### config.mk
export PLATFORM = sky130hd
export DESIGN_NAME = btn_event_decoder_flat
export DESIGN_NICKNAME = d
export VERILOG_FILES = /design/src/rtl/btn_pkg.sv /design/src/rtl/btn_event_decoder_if.sv /design/src/rtl/btn_evt_buf.sv /design/src/rtl/btn_event_decoder.sv /design/src/flat_wrapper.sv
export SDC_FILE = /design/constraint.sdc
export NUM_CORES = 1
export LEC_CHECK = 0
export ABC_CLOCK_PERIOD_IN_PS = 3600
export CAP_MARGIN = 0
export CORE_MARGIN = 3
export CORE_UTILIZATION = 62
export DETAILED_ROUTE_END_ITERATION = 10
export HOLD_SLACK_MARGIN = 0.1
export PLACE_DENSITY = 0.84
export SETUP_SLACK_MARGIN = 0.02
export SLEW_MARGIN = 5
export SYNTH_ARGS = -nofsm -noshare
export SYNTH_HDL_FRONTEND = slang
export SYNTH_SLANG_ARGS = --single-unit
### constraint.sdc
create_clock -name clk -period 3.6 [get_ports clk]
set_input_delay 0.72 -clock clk [delete_from_list [all_inputs] [get_ports clk]]
set_output_delay 0.72 -clock clk [all_outputs]
set_load 0.01 [all_outputs]
### src/rtl/btn_pkg.sv
// Shared encodings and default timing for the debounced button path.
// Used by the debouncer, the event decoder and its event buffer.
package btn_pkg;

    typedef enum logic [1:0] {
        EVT_PRESS   = 2'd0,
        EVT_REPEAT  = 2'd1,
        EVT_RELEASE = 2'd2
    } evt_kind_t;

    typedef enum logic [1:0] {
        DIR_N = 2'd0,
        DIR_E = 2'd1,
        DIR_S = 2'd2,
        DIR_W = 2'd3
    } dir_t;

    typedef enum logic [2:0] {
        ST_PRIME    = 3'd0,
        ST_IDLE     = 3'd1,
        ST_HELD     = 3'd2,
        ST_REPEAT   = 3'd3,
        ST_SUPPRESS = 3'd4
    } state_t;

    localparam int unsigned CLK_HZ_C             = 32'd50_000_000;
    localparam int unsigned SETTLE_CYCLES_C      = CLK_HZ_C / 32'd100;
    localparam int unsigned REPEAT_DELAY_DEF_C   = CLK_HZ_C / 32'd2;
    localparam int unsigned REPEAT_PERIOD_DEF_C  = CLK_HZ_C / 32'd10;

    // Raw lines are packed {west, south, east, north}.
    function automatic logic [2:0] popcount4(input logic [3:0] v);
        return {2'b00, v[0]} + {2'b00, v[1]} + {2'b00, v[2]} + {2'b00, v[3]};
    endfunction

    function automatic dir_t prio_dir(input logic [3:0] v);
        dir_t d;
        if (v[0]) begin
            d = DIR_N;
        end else if (v[1]) begin
            d = DIR_E;
        end else if (v[2]) begin
            d = DIR_S;
        end else if (v[3]) begin
            d = DIR_W;
        end else begin
            d = DIR_N;
        end
        return d;
    endfunction

endpackage

### src/rtl/btn_event_decoder_if.sv
// Valid/ready event channel from the button decoder to the game controller.
interface btn_event_decoder_if
    import btn_pkg::*;
    ();
    logic      evt_valid;
    logic      evt_ready;
    evt_kind_t evt_kind;
    dir_t      evt_dir;
    logic      evt_multi;
    logic      evt_drop;

    modport master (
        output evt_valid, evt_kind, evt_dir, evt_multi, evt_drop,
        input  evt_ready
    );

    modport slave (
        input  evt_valid, evt_kind, evt_dir, evt_multi, evt_drop,
        output evt_ready
    );
endinterface

### src/rtl/btn_evt_buf.sv
// One-entry event buffer: repeats yield to an occupied slot, press/release
// overwrite it and flag the lost event on evt_drop.
module btn_evt_buf
    import btn_pkg::*;
(
    input  logic      clk,
    input  logic      rst_n,
    input  logic      push,
    input  evt_kind_t push_kind,
    input  dir_t      push_dir,
    input  logic      push_multi,
    btn_event_decoder_if.master evt
);

    logic      valid_r;
    evt_kind_t kind_r;
    dir_t      dir_r;
    logic      multi_r;
    logic      drop_r;
    logic      drain_s;
    logic      load_s;
    logic      ovw_s;

    // Decide between a clean load, an overwrite, or no change.
    always_comb begin
        drain_s = valid_r & evt.evt_ready;
        load_s  = 1'b0;
        ovw_s   = 1'b0;
        if (push && (!valid_r || drain_s)) begin
            load_s = 1'b1;
        end else if (push && (push_kind != EVT_REPEAT)) begin
            ovw_s = 1'b1;
        end else begin
            load_s = 1'b0;
        end
    end

    // Buffer storage and drop pulse.
    always_ff @(posedge clk or negedge rst_n) begin
        if (!rst_n) begin
            valid_r <= 1'b0;
            kind_r  <= EVT_PRESS;
            dir_r   <= DIR_N;
            multi_r <= 1'b0;
            drop_r  <= 1'b0;
        end else if (load_s || ovw_s) begin
            valid_r <= 1'b1;
            kind_r  <= push_kind;
            dir_r   <= push_dir;
            multi_r <= push_multi;
            drop_r  <= ovw_s;
        end else begin
            if (drain_s) begin
                valid_r <= 1'b0;
            end
            drop_r <= 1'b0;
        end
    end

    assign evt.evt_valid = valid_r;
    assign evt.evt_kind  = kind_r;
    assign evt.evt_dir   = dir_r;
    assign evt.evt_multi = multi_r;
    assign evt.evt_drop  = drop_r;

endmodule

### src/rtl/btn_event_decoder.sv
// Turns the debounced button level into press / auto-repeat / release events
// tagged with the direction sampled from the raw lines at press time.
module btn_event_decoder
    import btn_pkg::*;
#(
    parameter int unsigned REPEAT_DELAY  = REPEAT_DELAY_DEF_C,
    parameter int unsigned REPEAT_PERIOD = REPEAT_PERIOD_DEF_C,
    parameter int unsigned CNT_W         = 32'd25
) (
    input  logic clk,
    input  logic rst_n,
    input  logic btn_level,
    input  logic btn_north,
    input  logic btn_east,
    input  logic btn_south,
    input  logic btn_west,
    btn_event_decoder_if.master evt,
    output logic held
);

    localparam int unsigned DELAY_LAST_I  = (REPEAT_DELAY > 32'd0) ? REPEAT_DELAY - 32'd1 : 32'd0;
    localparam int unsigned PERIOD_LAST_I = (REPEAT_PERIOD > 32'd0) ? REPEAT_PERIOD - 32'd1 : 32'd0;
    localparam logic [CNT_W-1:0] DELAY_LAST_C  = DELAY_LAST_I[CNT_W-1:0];
    localparam logic [CNT_W-1:0] PERIOD_LAST_C = PERIOD_LAST_I[CNT_W-1:0];

    state_t           state_r, state_n;
    logic [CNT_W-1:0] cnt_r, cnt_n;
    logic             level_r;
    dir_t             dir_r, dir_n;
    logic             multi_r, multi_n;
    logic             held_r;
    logic [3:0]       raw_s;
    logic             rise_s, fall_s;
    logic             push_s;
    evt_kind_t        push_kind_s;

    // Saturating increment keeps a stuck counter from wrapping into a repeat.
    function automatic logic [CNT_W-1:0] sat_inc(input logic [CNT_W-1:0] c);
        return (c == {CNT_W{1'b1}}) ? c : c + {{(CNT_W-1){1'b0}}, 1'b1};
    endfunction

    assign raw_s  = {btn_west, btn_south, btn_east, btn_north};
    assign rise_s = btn_level & ~level_r;
    assign fall_s = ~btn_level & level_r;

    // Next-state, counter and event generation.
    always_comb begin
        state_n     = state_r;
        cnt_n       = cnt_r;
        dir_n       = dir_r;
        multi_n     = multi_r;
        push_s      = 1'b0;
        push_kind_s = EVT_PRESS;
        case (state_r)
            ST_PRIME: begin
                state_n = btn_level ? ST_SUPPRESS : ST_IDLE;
            end
            ST_IDLE: begin
                if (rise_s) begin
                    dir_n       = prio_dir(raw_s);
                    multi_n     = (popcount4(raw_s) > 3'd1);
                    push_s      = 1'b1;
                    push_kind_s = EVT_PRESS;
                    cnt_n       = {CNT_W{1'b0}};
                    state_n     = ST_HELD;
                end else begin
                    state_n = ST_IDLE;
                end
            end
            ST_HELD: begin
                if (fall_s) begin
                    push_s      = 1'b1;
                    push_kind_s = EVT_RELEASE;
                    state_n     = ST_IDLE;
                end else if (REPEAT_DELAY != 32'd0) begin
                    if (cnt_r == DELAY_LAST_C) begin
                        push_s      = 1'b1;
                        push_kind_s = EVT_REPEAT;
                        cnt_n       = {CNT_W{1'b0}};
                        state_n     = ST_REPEAT;
                    end else begin
                        cnt_n = sat_inc(cnt_r);
                    end
                end else begin
                    state_n = ST_HELD;
                end
            end
            ST_REPEAT: begin
                if (fall_s) begin
                    push_s      = 1'b1;
                    push_kind_s = EVT_RELEASE;
                    state_n     = ST_IDLE;
                end else if (cnt_r == PERIOD_LAST_C) begin
                    push_s      = 1'b1;
                    push_kind_s = EVT_REPEAT;
                    cnt_n       = {CNT_W{1'b0}};
                end else begin
                    cnt_n = sat_inc(cnt_r);
                end
            end
            ST_SUPPRESS: begin
                state_n = fall_s ? ST_IDLE : ST_SUPPRESS;
            end
            default: begin
                state_n = ST_PRIME;
            end
        endcase
    end

    // State, counter, latched direction and registered held flag.
    always_ff @(posedge clk or negedge rst_n) begin
        if (!rst_n) begin
            state_r <= ST_PRIME;
            cnt_r   <= {CNT_W{1'b0}};
            level_r <= 1'b0;
            dir_r   <= DIR_N;
            multi_r <= 1'b0;
            held_r  <= 1'b0;
        end else begin
            state_r <= state_n;
            cnt_r   <= cnt_n;
            level_r <= btn_level;
            dir_r   <= dir_n;
            multi_r <= multi_n;
            held_r  <= (state_n == ST_HELD) || (state_n == ST_REPEAT);
        end
    end

    assign held = held_r;

    btn_evt_buf u_buf (
        .clk        (clk),
        .rst_n      (rst_n),
        .push       (push_s),
        .push_kind  (push_kind_s),
        .push_dir   (dir_n),
        .push_multi (multi_n),
        .evt        (evt)
    );

endmodule

### src/flat_wrapper.sv
// flat-port wrapper written by rule: the top's interface ports become plain ports
module btn_event_decoder_flat import btn_pkg::*;
#(
    parameter int unsigned REPEAT_DELAY  = REPEAT_DELAY_DEF_C,
    parameter int unsigned REPEAT_PERIOD = REPEAT_PERIOD_DEF_C,
    parameter int unsigned CNT_W         = 32'd25
)
  (clk, rst_n, btn_level, btn_north, btn_east, btn_south, btn_west, held, evt_evt_valid, evt_evt_kind, evt_evt_dir, evt_evt_multi, evt_evt_drop, evt_evt_ready);
  btn_event_decoder_if evt_i ();
  input  logic clk;
  input  logic rst_n;
  input  logic btn_level;
  input  logic btn_north;
  input  logic btn_east;
  input  logic btn_south;
  input  logic btn_west;
  output logic held;
  output wire logic [$bits(evt_i.evt_valid)-1:0] evt_evt_valid;
  output wire logic [$bits(evt_i.evt_kind)-1:0] evt_evt_kind;
  output wire logic [$bits(evt_i.evt_dir)-1:0] evt_evt_dir;
  output wire logic [$bits(evt_i.evt_multi)-1:0] evt_evt_multi;
  output wire logic [$bits(evt_i.evt_drop)-1:0] evt_evt_drop;
  input wire logic [$bits(evt_i.evt_ready)-1:0] evt_evt_ready;
  assign evt_evt_valid = evt_i.evt_valid;
  assign evt_evt_kind = evt_i.evt_kind;
  assign evt_evt_dir = evt_i.evt_dir;
  assign evt_evt_multi = evt_i.evt_multi;
  assign evt_evt_drop = evt_i.evt_drop;
  assign evt_i.evt_ready = evt_evt_ready;
  btn_event_decoder #(.REPEAT_DELAY(REPEAT_DELAY), .REPEAT_PERIOD(REPEAT_PERIOD), .CNT_W(CNT_W)) u_core (.clk(clk), .rst_n(rst_n), .btn_level(btn_level), .btn_north(btn_north), .btn_east(btn_east), .btn_south(btn_south), .btn_west(btn_west), .evt(evt_i), .held(held));
endmodule
# ---- After elaboration in Yosys (flattened, before gate mapping)
# Index checks and enable logic that the tools add are counted.
dict set report word_totals {
  ff_bits 40
  output_inout_bits 8
  in_bits 8
  elab_cells 83
}
dict set report op_classes {
  bitwise_logic 5
  n_reduce_logical 10
  add_sub_neg 4
  n_lt_le_gt_ge 1
  n_mux 39
  n_eq_ne 13
}
# op count
set op_table {}
lappend op_table {{25-bit two-way mux} 6}
lappend op_table {{25-bit one-hot mux with 3 select lines} 1}
lappend op_table {{25-bit equality test, second input constant} 2}
lappend op_table {{25-bit by 1-bit adder with 25-bit output, second input constant} 1}
lappend op_table {{25-bit by 23-bit equality test with 1-bit output, second input constant} 1}
lappend op_table {{2-bit two-way mux} 9}
lappend op_table {{1-bit two-way mux} 15}
lappend op_table {{3-bit two-way mux} 5}
lappend op_table {{3-bit one-hot mux with 5 select lines} 1}
lappend op_table {{3-bit by 2-bit equality test with 1-bit output, second input constant} 4}
lappend op_table {{3-bit by 1-bit adder with 3-bit output} 2}
lappend op_table {{2-bit by 1-bit inequality test with 1-bit output, second input constant} 2}
lappend op_table {{2-bit inequality test, second input constant} 2}
lappend op_table {{2-bit one-hot mux with 2 select lines} 1}
lappend op_table {{4-bit AND reduction} 1}
lappend op_table {{1-bit bitwise AND} 3}
lappend op_table {{3-bit by 1-bit equality test with 1-bit output, second input constant} 1}
lappend op_table {{3-bit equality test, second input constant} 1}
lappend op_table {{3-bit by 1-bit greater-than comparator with 1-bit output, second input constant} 1}
lappend op_table {{3-bit logical NOT} 1}
lappend op_table {{1-bit logical OR} 3}
lappend op_table {{1-bit one-hot mux with 3 select lines} 1}
lappend op_table {{3-bit nonzero test} 1}
lappend op_table {{1-bit by 1-bit adder with 2-bit output} 1}
lappend op_table {{4 further kinds} 6}

# ---- Depth between registers and ports, before layout
dict set report logic_depth {
  depth_word 10
  ltp_mapped 8
  mapped_depth_nobuf 7
}

# ---- Cells and area by module
# From an unflattened synthesis, not the netlist that was laid out.
dict set report unflattened {
  hier_cells 231
  area_unflattened_um2 2218.4
}
# mod cells_per_inst seq_area_each_um2 n_inst area_each_um2
set modules_own_cells {}
lappend modules_own_cells {btn_event_decoder 212 825.8 1 1911.8}
lappend modules_own_cells {btn_evt_buf 19 175.2 1 306.5}

# ---- Least setup slack after synthesis
# No wires, ideal clock.
dict set report synth_timing {
  kind {input-to-reg}
  startpoint {in btn_level}
  endpoint {reg u_core.u_buf.dir_r[0], in the netlist u_core.u_buf.evt.evt_dir[0]}
  path_slack_ns 1.479
  path_buffers 1
  arrival_ns 1.996
  path_stages 8
  required_ns 3.475
  setup_time_ns 0.125
  path_cell_list {nor2b_1 -> o32a_1 -> buf_6 -> inv_2 -> nand2_2 -> and2_1 -> nor2b_2 -> mux2_2}
}
dict set report synth_between {
  elab_chain_cells 9
  elab_cells_between_ends 19
  cone_classes {eq/ne: 1; mux: 12; bitwise: 3; reduce/logical: 3}
}
# item line
set synth_lines {}
lappend synth_lines {{from (decl)} flat_wrapper.sv:12} ;# input logic btn_level;
lappend synth_lines {{1-bit inverter} btn_event_decoder.sv:44} ;# assign fall_s = ~btn_level & level_r;
lappend synth_lines {{1-bit bitwise AND} btn_event_decoder.sv:44}
lappend synth_lines {{2-bit two-way mux (on tied branches)} {btn_event_decoder.sv:89, btn_event_decoder.sv:71}}
lappend synth_lines {{2-bit one-hot mux with 2 select lines} btn_event_decoder.sv:54} ;# case (state_r)
lappend synth_lines {{2-bit by 1-bit inequality test with 1-bit output} btn_evt_buf.sv:31} ;# end else if (push && (push_kind != EVT_REPEAT)) begin
lappend synth_lines {{1-bit logical AND} btn_evt_buf.sv:31}
lappend synth_lines {{1-bit two-way mux} btn_evt_buf.sv:31}
lappend synth_lines {{1-bit two-way mux} btn_evt_buf.sv:29} ;# if (push && (!valid_r || drain_s)) begin
lappend synth_lines {{1-bit logical OR} btn_evt_buf.sv:46} ;# end else if (load_s || ovw_s) begin
lappend synth_lines {{to (signal assigned)} btn_evt_buf.sv:49} ;# dir_r <= push_dir;
lappend synth_lines {{to (decl)} btn_evt_buf.sv:17} ;# dir_t dir_r;
# Parallel ways exist; a longest one is shown, timed or not.
# A chain may end at the register's enable or synchronous reset.

# ---- Worst setup path in the final report
dict set report layout_timing {
  startpoint {in btn_level}
  endpoint {reg u_core.u_buf.dir_r[1], in the netlist u_core.u_buf.evt.evt_dir[1]}
}
# The elaborated chain is that of the path after synthesis.

==> results.cfg <==
[clock_network]
cts_sinks = 40
cts_inserted_buffers = 5
cts_setup_buffers = 0
clock_path_buffers = 2
cts_resized = 0
htreeDepth = 2
tritoncts = yes
clock-root-buffer = clkbuf_4
clkTransAtPathRegs_ps = 120
cts_hold_buf = 0
worstSkewPairLatency_ps = 350

[layout]
fill_cells = 253
fin_nets = 236
ff_latch_area_mm2 = 0.001001
antenna_cells = 0
multiInputGateArea_mm2 = 0.001057
mostFrequentLayoutCell = dfrtp_1
final_cell_mix = dfrtp_1, nor2_1, nand2_1
fin_area_mm2 = 0.002327
post-route-util_pct = 73.81
syn_to_final_growth_pct = 10.85
layout-drive-gt1-share_pct = 9.778

[power]
power.total_w = 0.001182
p_leak_nw = 1.004
p_per_area_mw_per_mm2 = 508.1
irDropWorstVdd_uv = 338.1

[synth]
synthTopCellsByArea = dfrtp_1, xor2_1, nor2_1, nand2_1, nand3_1
syn_avg_cell_area_um2 = 10.19
ys_ff_latch = 40
ys_seq_area_share_pct = 47.68
synth_edf_count = 0
syn_inst = 206
synth_area_mm2 = 0.002100
synth_cell_types = 46
syn-num-nets = 217
synth_top_cell_area_share_pct = 47.68
synth-main-ff-cell = dfrtp_1
synth-async-reset-ratio_pct = 100.0
yosys_warnings = 0
yosysTopAreaCell = dfrtp_1

[sta]
tightest_slew_ps = 855.1
timing.fmax_ghz = 0.3645
slew_viol_final = 0
period_share_pct = 76.21
finalCriticalPeriod_ps = 2744
setup_tns_ps = 0
timing.final.hold_violations = 0
setup_viol = 0
rsz0062_at_grt = false
clock_skew_ps = 10.54
setup_ws_ps = 856.4
slew_headroom_pct = 42.99

[routing]
dr.first_iter.drc_count = 164
via_count = 1665
drc = 0
ant_nets = 0
post_drt_wl_per_cell_um = 16.10
viasPerCell = 6.190
dr.pass1.iters = 4
wl_mm = 4.330

[place]
place_worst_setup_slack_ps = 563.7
dpl_cell_area_mm2 = 0.002281
dp_hpwl_mm = 3.138
gp_congestion = 0.8957
portBuffers = 15

[grt]
grt_pass1_wl_mm = 7.541
grt_usage_pct = 23.77
grt_pass1_vias = 1619
grt_max_degree = 41
antenna_found_initial = 0
overflow = 0

[die]
initial_core_util_pct = 66.59
die_h_um = 64.19
die_width_um = 64.19
design.core.area_mm2 = 0.003153
io_pins = 16
row_count = 20
fp.dieArea_mm2 = 0.004120

[worst_setup_path]
crit_path_end_kind = flip-flop
critPathMaxFanout = 10
reg2regPathDepth = 7
cp.required_ps = 3840
path_class = in2reg
start_kind = input pin
arrival_ps = 2980

[hold_path]
hold_class = in2async

[outcome]
status = finished clean

[run]
cap_violations = 0
registers in the layout, summed over array words and instances, names as in the netlist:
signal and cells:
u_core.level_r 1, u_core.u_buf.evt.evt_dir 2, u_core.multi_r 1, u_core.dir_r 2, u_core.state_r 3, u_core.u_buf.evt.evt_kind 2, u_core.u_buf.evt.evt_drop 1, u_core.u_buf.evt.evt_multi 1
u_core.cnt_r 25, u_core.held 1, u_core.u_buf.evt.evt_valid 1
cells in the mapped netlist (2+ instances only):
library cell  instances
a211oi_1              2
a21oi_1               7
and2_1                2
and3_1                3
and4_1                4
and4b_1               2
buf_2                 3
dfrtp_1              40
ha_1                  3
inv_1                 3
mux2_2                3
nand2_1              19
nand2b_1              2
nand3_1              13
nand4_1               9
nor2_1               24
nor2b_1               4
nor3_1                4
nor4_1                2
nor4bb_1              3
o21ai_0               7
o21ai_1               5
o31ai_1               3
or4_1                 2
xnor2_1               3
xor2_1               14
cell families (layout without fill, tap and decap cells):
group                    after synthesis  count (layout)  share of synthesized area, %
multiplexers                           4               4                         2.086
buffers and inverters                  8              27                         1.966
flip-flops                            40              40                         47.68
AO/OA/AOI/OAI                         33              33                         11.98
XOR/XNOR                              17              17                         7.092
adder cells (fa/ha/maj)                3               3                         1.788
AND/OR/NAND/NOR                      101             101                         27.41
routing by layer:
metal  up-vias  GRT usage (%)  wire length (um)
li1        787              -                 -
met1       822          30.32              1894
met2        48          39.48              2163
met3         8          5.624               209
met4         0          8.443                62
met5         -              0                 0
metrics by stage:
step / hold WS [ps] / std cells
after floorplan: 424.4 / 206
final: 467.9 / 269
after global routing: 518.8 / 269
after global placement: 466.3 / 262
after detailed placement: 475.9 / 262
after CTS: 492.4 / 269
where the power goes:
part	total (W)	internal [W]	switching (W)
logic	0.000380	0.000167	0.000213
clock network	0.000211	0.0000720	0.000139
registers	0.000591	0.000526	0.0000647
critical path: stages:
cell and delay (ps):
clkdlybuf4s50_1 480, nor2b_1 180, o32a_1 540, inv_2 100, nand2_2 160, and2_1 210
nor2b_2 240, mux2_2 350
final cells by class:
cell class / count / area share [%]
Timing Repair Buffer: 16 / 6.559
Clock inverter: 1 / 0.2151
Inverter: 4 / 0.6452
Clock buffer: 6 / 1.774
Sequential cell: 40 / 43.01
Tap cell: 44 / 2.366
Multi-Input combinational cell: 158 / 45.43
worst paths after layout:
kind	slack, ps	startpoint	endpoint
max in group asynchronous	2600	rst_n	u_core.cnt_r[1]$_DFFE_PN0P_
setup reg to reg	1150	u_core.cnt_r[15]$_DFFE_PN0P_	u_core.cnt_r[14]$_DFFE_PN0P_
hold / removal	470	rst_n	u_core.level_r$_DFF_PN0_
min in group clk	510	u_core.dir_r[1]$_DFF_PN0_	u_core.dir_r[1]$_DFF_PN0_
hold reg to reg	510	u_core.dir_r[1]$_DFF_PN0_	u_core.dir_r[1]$_DFF_PN0_
setup / recovery	860	btn_level	u_core.u_buf.evt.evt_dir[1]$_DFFE_PN0P_
Power figures use the tool's default switching activity.
